`src/rtl/db_ram_arb.sv`:
```
// Two-requester burst arbiter/sequencer for port A of the deblocking-filter line RAM.
// Define DB_RAM_ARB_FIXPRIO_EN for fixed priority (r0 wins ties); default is round-robin.
module db_ram_arb #(
    parameter int unsigned ADDR_W = 8,
    parameter int unsigned DATA_W = 128,
    parameter int unsigned LEN_W  = 4
) (
    input  logic              clk,
    input  logic              rst_n,
    input  logic              r0_req_i,
    input  logic              r0_we_i,
    input  logic [ADDR_W-1:0] r0_addr_i,
    input  logic [LEN_W-1:0]  r0_len_i,
    input  logic [DATA_W-1:0] r0_wdata_i,
    output logic              r0_gnt_o,
    output logic              r0_wnext_o,
    output logic              r0_rvalid_o,
    output logic [DATA_W-1:0] r0_rdata_o,
    output logic              r0_done_o,
    input  logic              r1_req_i,
    input  logic              r1_we_i,
    input  logic [ADDR_W-1:0] r1_addr_i,
    input  logic [LEN_W-1:0]  r1_len_i,
    input  logic [DATA_W-1:0] r1_wdata_i,
    output logic              r1_gnt_o,
    output logic              r1_wnext_o,
    output logic              r1_rvalid_o,
    output logic [DATA_W-1:0] r1_rdata_o,
    output logic              r1_done_o,
    output logic              ram_cen_o,
    output logic              ram_oen_o,
    output logic              ram_wen_o,
    output logic [ADDR_W-1:0] ram_addr_o,
    output logic [DATA_W-1:0] ram_data_o,
    input  logic [DATA_W-1:0] ram_data_i
);

    localparam logic S_IDLE  = 1'b0;
    localparam logic S_BURST = 1'b1;

    logic              state_q, state_d;
    logic              owner_q, owner_d;
    logic              we_q, we_d;
    logic [ADDR_W-1:0] addr_cnt_q, addr_cnt_d;
    logic [LEN_W-1:0]  beat_cnt_q, beat_cnt_d;
    logic              cen_q, cen_d;
    logic              wen_q, wen_d;
    logic [1:0]        wnext_q, wnext_d;
    logic [1:0]        rvalid_q, rvalid_d;
    logic [1:0]        done_q, done_d;
    logic [1:0]        gnt_c;
    logic              sel_c;
`ifndef DB_RAM_ARB_FIXPRIO_EN
    logic              last_gnt_q, last_gnt_d;
`endif

    // Grant decision is combinational so the descriptor is latched in the grant cycle.
    always_comb begin
        gnt_c = 2'b00;
        if (state_q == S_IDLE) begin
            if (r0_req_i && r1_req_i) begin
`ifdef DB_RAM_ARB_FIXPRIO_EN
                gnt_c = 2'b01;
`else
                gnt_c = last_gnt_q ? 2'b01 : 2'b10;
`endif
            end else begin
                gnt_c = {r1_req_i, r0_req_i};
            end
        end
    end

    assign sel_c = gnt_c[1];

    // Next-state and registered-output logic.
    always_comb begin
        state_d    = state_q;
        owner_d    = owner_q;
        we_d       = we_q;
        addr_cnt_d = addr_cnt_q;
        beat_cnt_d = beat_cnt_q;
        cen_d      = 1'b1;
        wen_d      = 1'b1;
        wnext_d    = 2'b00;
        rvalid_d   = 2'b00;
        done_d     = 2'b00;
`ifndef DB_RAM_ARB_FIXPRIO_EN
        last_gnt_d = last_gnt_q;
`endif
        case (state_q)
            S_IDLE: begin
                if (gnt_c != 2'b00) begin
                    owner_d    = sel_c;
                    we_d       = sel_c ? r1_we_i : r0_we_i;
                    addr_cnt_d = sel_c ? r1_addr_i : r0_addr_i;
                    beat_cnt_d = sel_c ? r1_len_i : r0_len_i;
                    state_d    = S_BURST;
                    cen_d      = 1'b0;
                    wen_d      = ~we_d;
                    wnext_d[sel_c] = we_d;
`ifndef DB_RAM_ARB_FIXPRIO_EN
                    last_gnt_d = sel_c;
`endif
                end
            end
            default: begin
                // One access is on the RAM pins this cycle; prepare the next one.
                addr_cnt_d       = ADDR_W'(addr_cnt_q + 1'b1);
                beat_cnt_d       = LEN_W'(beat_cnt_q - 1'b1);
                rvalid_d[owner_q] = ~we_q;
                if (beat_cnt_q == '0) begin
                    state_d         = S_IDLE;
                    done_d[owner_q] = 1'b1;
                end else begin
                    cen_d            = 1'b0;
                    wen_d            = ~we_q;
                    wnext_d[owner_q] = we_q;
                end
            end
        endcase
    end

    always_ff @(posedge clk or negedge rst_n) begin
        if (!rst_n) begin
            state_q    <= S_IDLE;
            owner_q    <= 1'b0;
            we_q       <= 1'b0;
            addr_cnt_q <= '0;
            beat_cnt_q <= '0;
            cen_q      <= 1'b1;
            wen_q      <= 1'b1;
            wnext_q    <= 2'b00;
            rvalid_q   <= 2'b00;
            done_q     <= 2'b00;
`ifndef DB_RAM_ARB_FIXPRIO_EN
            last_gnt_q <= 1'b1;
`endif
        end else begin
            state_q    <= state_d;
            owner_q    <= owner_d;
            we_q       <= we_d;
            addr_cnt_q <= addr_cnt_d;
            beat_cnt_q <= beat_cnt_d;
            cen_q      <= cen_d;
            wen_q      <= wen_d;
            wnext_q    <= wnext_d;
            rvalid_q   <= rvalid_d;
            done_q     <= done_d;
`ifndef DB_RAM_ARB_FIXPRIO_EN
            last_gnt_q <= last_gnt_d;
`endif
        end
    end

    assign r0_gnt_o    = gnt_c[0];
    assign r1_gnt_o    = gnt_c[1];
    assign r0_wnext_o  = wnext_q[0];
    assign r1_wnext_o  = wnext_q[1];
    assign r0_rvalid_o = rvalid_q[0];
    assign r1_rvalid_o = rvalid_q[1];
    assign r0_done_o   = done_q[0];
    assign r1_done_o   = done_q[1];
    assign r0_rdata_o  = ram_data_i;
    assign r1_rdata_o  = ram_data_i;

    assign ram_cen_o  = cen_q;
    assign ram_wen_o  = wen_q;
    assign ram_oen_o  = 1'b0;
    assign ram_addr_o = addr_cnt_q;
    // Write beat passes straight through so the requester can advance right after wnext.
    assign ram_data_o = wnext_q[0] ? r0_wdata_i :
                        wnext_q[1] ? r1_wdata_i : '0;

endmodule

```
`config.mk`:
```
export PLATFORM = sky130hd
export DESIGN_NAME = db_ram_arb
export DESIGN_NICKNAME = d
export VERILOG_FILES = /design/src/rtl/db_ram_arb.sv
export SDC_FILE = /design/constraint.sdc
export NUM_CORES = 1
export LEC_CHECK = 0
export CAP_MARGIN = 40
export CORE_AREA = 4 4 319 321
export CTS_BUF_LIST = sky130_fd_sc_hd__clkbuf_16
export CTS_CLUSTER_SIZE = 14
export DETAILED_ROUTE_END_ITERATION = 16
export DIE_AREA = 0 0 323 325
export PLACE_DENSITY = 0.3
export SLEW_MARGIN = 20
export SYNTH_ARGS = -nofsm -noshare
export SYNTH_HDL_FRONTEND = slang
export SYNTH_SLANG_ARGS = --single-unit
```
`constraint.sdc`:
```
create_clock -name clk -period 2.8 [get_ports clk]
set_input_delay 0.56 -clock clk [delete_from_list [all_inputs] [get_ports clk]]
set_output_delay 0.56 -clock clk [all_outputs]
set_load 0.03 [all_outputs]
```
==> results.txt <==
Status: finished, final reports clean
Std cell rows: 116
CP max FO: 21
Number of global-route vias before repair: 5259
Clock buffer depth: 2
Layout cells sized above 1: 19.9%
#FFs+latches synth: 24
Setup slack after layout: 0.0710 ns
# Max-Cap Violations: 0
Via/cell ratio: 2.39
Fin. Hold Viols: 0
Worst-path clk slew: 0.07 ns
TritonRoute pass-1 iters: 4
Post-Synth Simple-Gate Area: 4.40%
Total grt overflow: 0
Clock sink count: 24
Slew Limit Fails: 0
Setup TNS: 0 ns
Root buf cell: clkbuf_16
Clk_lat worst skew: 0.27 ns
Starting density of the core: 4.61%
Syn Inst Count: 560
# port buffers: 431
Drt wl/cell: 21.7 um
Minimum clock period: 2.73 ns
Setup bufs post-CTS: 0
Compound-gate portion of the synthesized area: 31.3%
Total CTS buffers: 3
Net switching power: 4740 uW
Clock Power Share: 4.7%
Post-route ant nets: 0
Synth Flop Type: dfrtp_1
Final Util: 9.68%
WHS: 0.511 ns
Die area: 105000 um2
# H-tree levels: 1
Final wirelength: 43600 um
Initial DRC Count: 258
Syn_nets: 976
Largest family of logic cells by synthesized area: buffers and inverters
Worst EP arrival: 2.17 ns
Hpwl dp: 38700 um
Mapped Area: 4580 um2
Max-Slew Margin vs Limit: 58.9%
Number of top-level pins: 817
Endpoints failing setup: 0
Global placer's final weighted congestion: 0.765
Critical Path Start Type: register
Fin crit share: 97.5%
Adder-cell share of the synthesized area: 0.547%
Hold_buf cts: 0
CTS tree: yes
Flop pwr share: 8.8%
Via Count: 4805
Worst-case vdd ir drop: 375 uV
Switching fraction of total power: 51.9%
GRT Util Overall: 7.68%
# DRC: 0
Mux contribution to synthesized area: 2.43%
Ys async rst share: 100%
Pint: 4390 uW
Logic pwr share: 86.5%
Die H: 325 um
Pre-CTS WS: 0.306 ns
Sequential fraction of the synthesis area: 13.2%
Final #Nets: 1129
Final clock skew: 0.00421 ns
Fmax: 366 MHz
Commonest non-fill, non-tap cells in the layout: clkdlybuf4s50_1 (302), a22o_1 (130), buf_12 (101), buf_4 (30), dfrtp_1 (20)
Syn Area/Cell: 8.17 um2
Transition time of the tightest slew-check pin: 0.617 ns
WS Path Type: register to primary output
Commonest non-fill, non-tap cell in the layout: clkdlybuf4s50_1
Post-synthesis cell type count: 42
Die Wd: 323 um
First-pass GRT wire length: 53900 um
Layout area overhead: 110%
Core box area: 99300 um2
Largest net degree at the start of global routing: 112
Required time worst endpoint: 2.24 ns
Crit end category: primary output
PD cells: 950 nW/um2
Synth Area in XOR/XNOR: 1.53%
LEAKAGE: 0.00350 uW
Total number of yosys warnings: 0
Min-delay worst type: register to register
Post-synth EDFFs: 0
Initial antenna violation count: 1
-- stage by stage --
stage | std cells | total power, uW | instance area [um2]
after floorplan | 560 | 4610 | 4580
after global placement | 2006 | 8950 | 9480
after detailed placement | 2006 | 8930 | 9480
after CTS | 2010 | 9440 | 9590
after global routing | 2011 | 9610 | 9610
final | 2011 | 9140 | 9610
-- sequential cells by signal, summed over array words and instances, names as in the netlist --
name        cells
ram_addr_o      8
beat_cnt_q      4
done_q          2
rvalid_q        2
wnext_q         2
last_gnt_q      1
owner_q         1
ram_cen_o       1
ram_wen_o       1
state_q         1
we_q            1
-- per-layer routing --
metal  part of all wire [%]  vias to the layer above  GRT usage (%)
met4                   0.62                        0          0.652
met1                     42                     2207           9.64
met3                     16                        7           4.44
met5                      0                        -          0.926
met2                     42                      536           11.7
li1                       -                     2055              -
-- kinds of logic after synthesis --
logic type | after synthesis
other | 1
AO/OA/AOI/OAI | 171
buffers and inverters | 301
multiplexers | 11
XOR/XNOR | 8
flip-flops | 24
adder cells (fa/ha/maj) | 2
AND/OR/NAND/NOR | 42
-- cell type report --
cell class	count	area [um2]
Fill cell	11400	89700
Timing Repair Buffer	444	5400
Multi-Input combinational cell	235	1850
Tap cell	1298	1620
Sequential cell	24	608
Clock buffer	3	75.1
Clock inverter	1	30.0
Inverter	5	18.8
Antenna cell	1	2.50
-- synthesized netlist by cell type (2+ instances only) --
cell       instances  area share [%]
a21oi_1            8            0.87
clkbuf_1          22             1.8
o21ai_0            5            0.55
nor3_1             2            0.22
or4_1              2            0.33
a22o_1           130              25
dfstp_2            3             1.7
nand3_1            3            0.33
xnor2_1            3            0.57
buf_2              8            0.87
xor2_1             5            0.96
o2bb2ai_1          6             1.1
dfrtp_1           21              11
buf_4            259              42
buf_1              5            0.41
nor2_1            14             1.1
mux2i_1           10             2.2
o221ai_1           2            0.38
inv_1              5            0.41
ha_1               2            0.55
o22ai_1            2            0.27
o21ai_1            3            0.33
nand2_1           12            0.98
a32oi_1            3            0.57
nand2b_1           3            0.41
a311oi_1           6             1.1
-- repair_timing --
item	CTS	global route
gates cloned	0	0
gates resized for setup	1	10
endpoints found under the setup margin	1	10
hold endpoints to repair	0	0
-- power groups by stage --
stage	logic (uW)	registers (uW)	clock network, uW
floorplan	3780	830	0
global placement	8130	823	0
detailed placement	8100	826	0
CTS	8170	824	437
global route	8310	849	447
finish	7900	806	427
-- critical path, stage by stage (launching register included) --
cell and delay (ns):
dfrtp_4 0.60, nor2b_4 0.21, buf_4 0.25, a22o_1 0.16, clkdlybuf4s50_1 0.67
-- worst paths after layout --
check                                        from                         to  slack [ns]  cells past startpoint
hold / removal                   we_q$_DFFE_PN0P_      rvalid_q[1]$_DFF_PN0_        0.51                      1
max in group asynchronous                   rst_n        ram_cen_o$_DFF_PN1_        1.84                      2
min in group asynchronous                   rst_n  ram_addr_o[1]$_DFFE_PN0P_        0.66                      2
setup reg to reg           last_gnt_q$_DFFE_PN1P_  ram_addr_o[5]$_DFFE_PN0P_        1.05                      5
setup / recovery             wnext_q[0]$_DFF_PN0_              ram_data_o[3]        0.07                      4
hold reg to reg                  we_q$_DFFE_PN0P_      rvalid_q[1]$_DFF_PN0_        0.51                      1
Note: power is estimated with default switching activity, not from simulation.
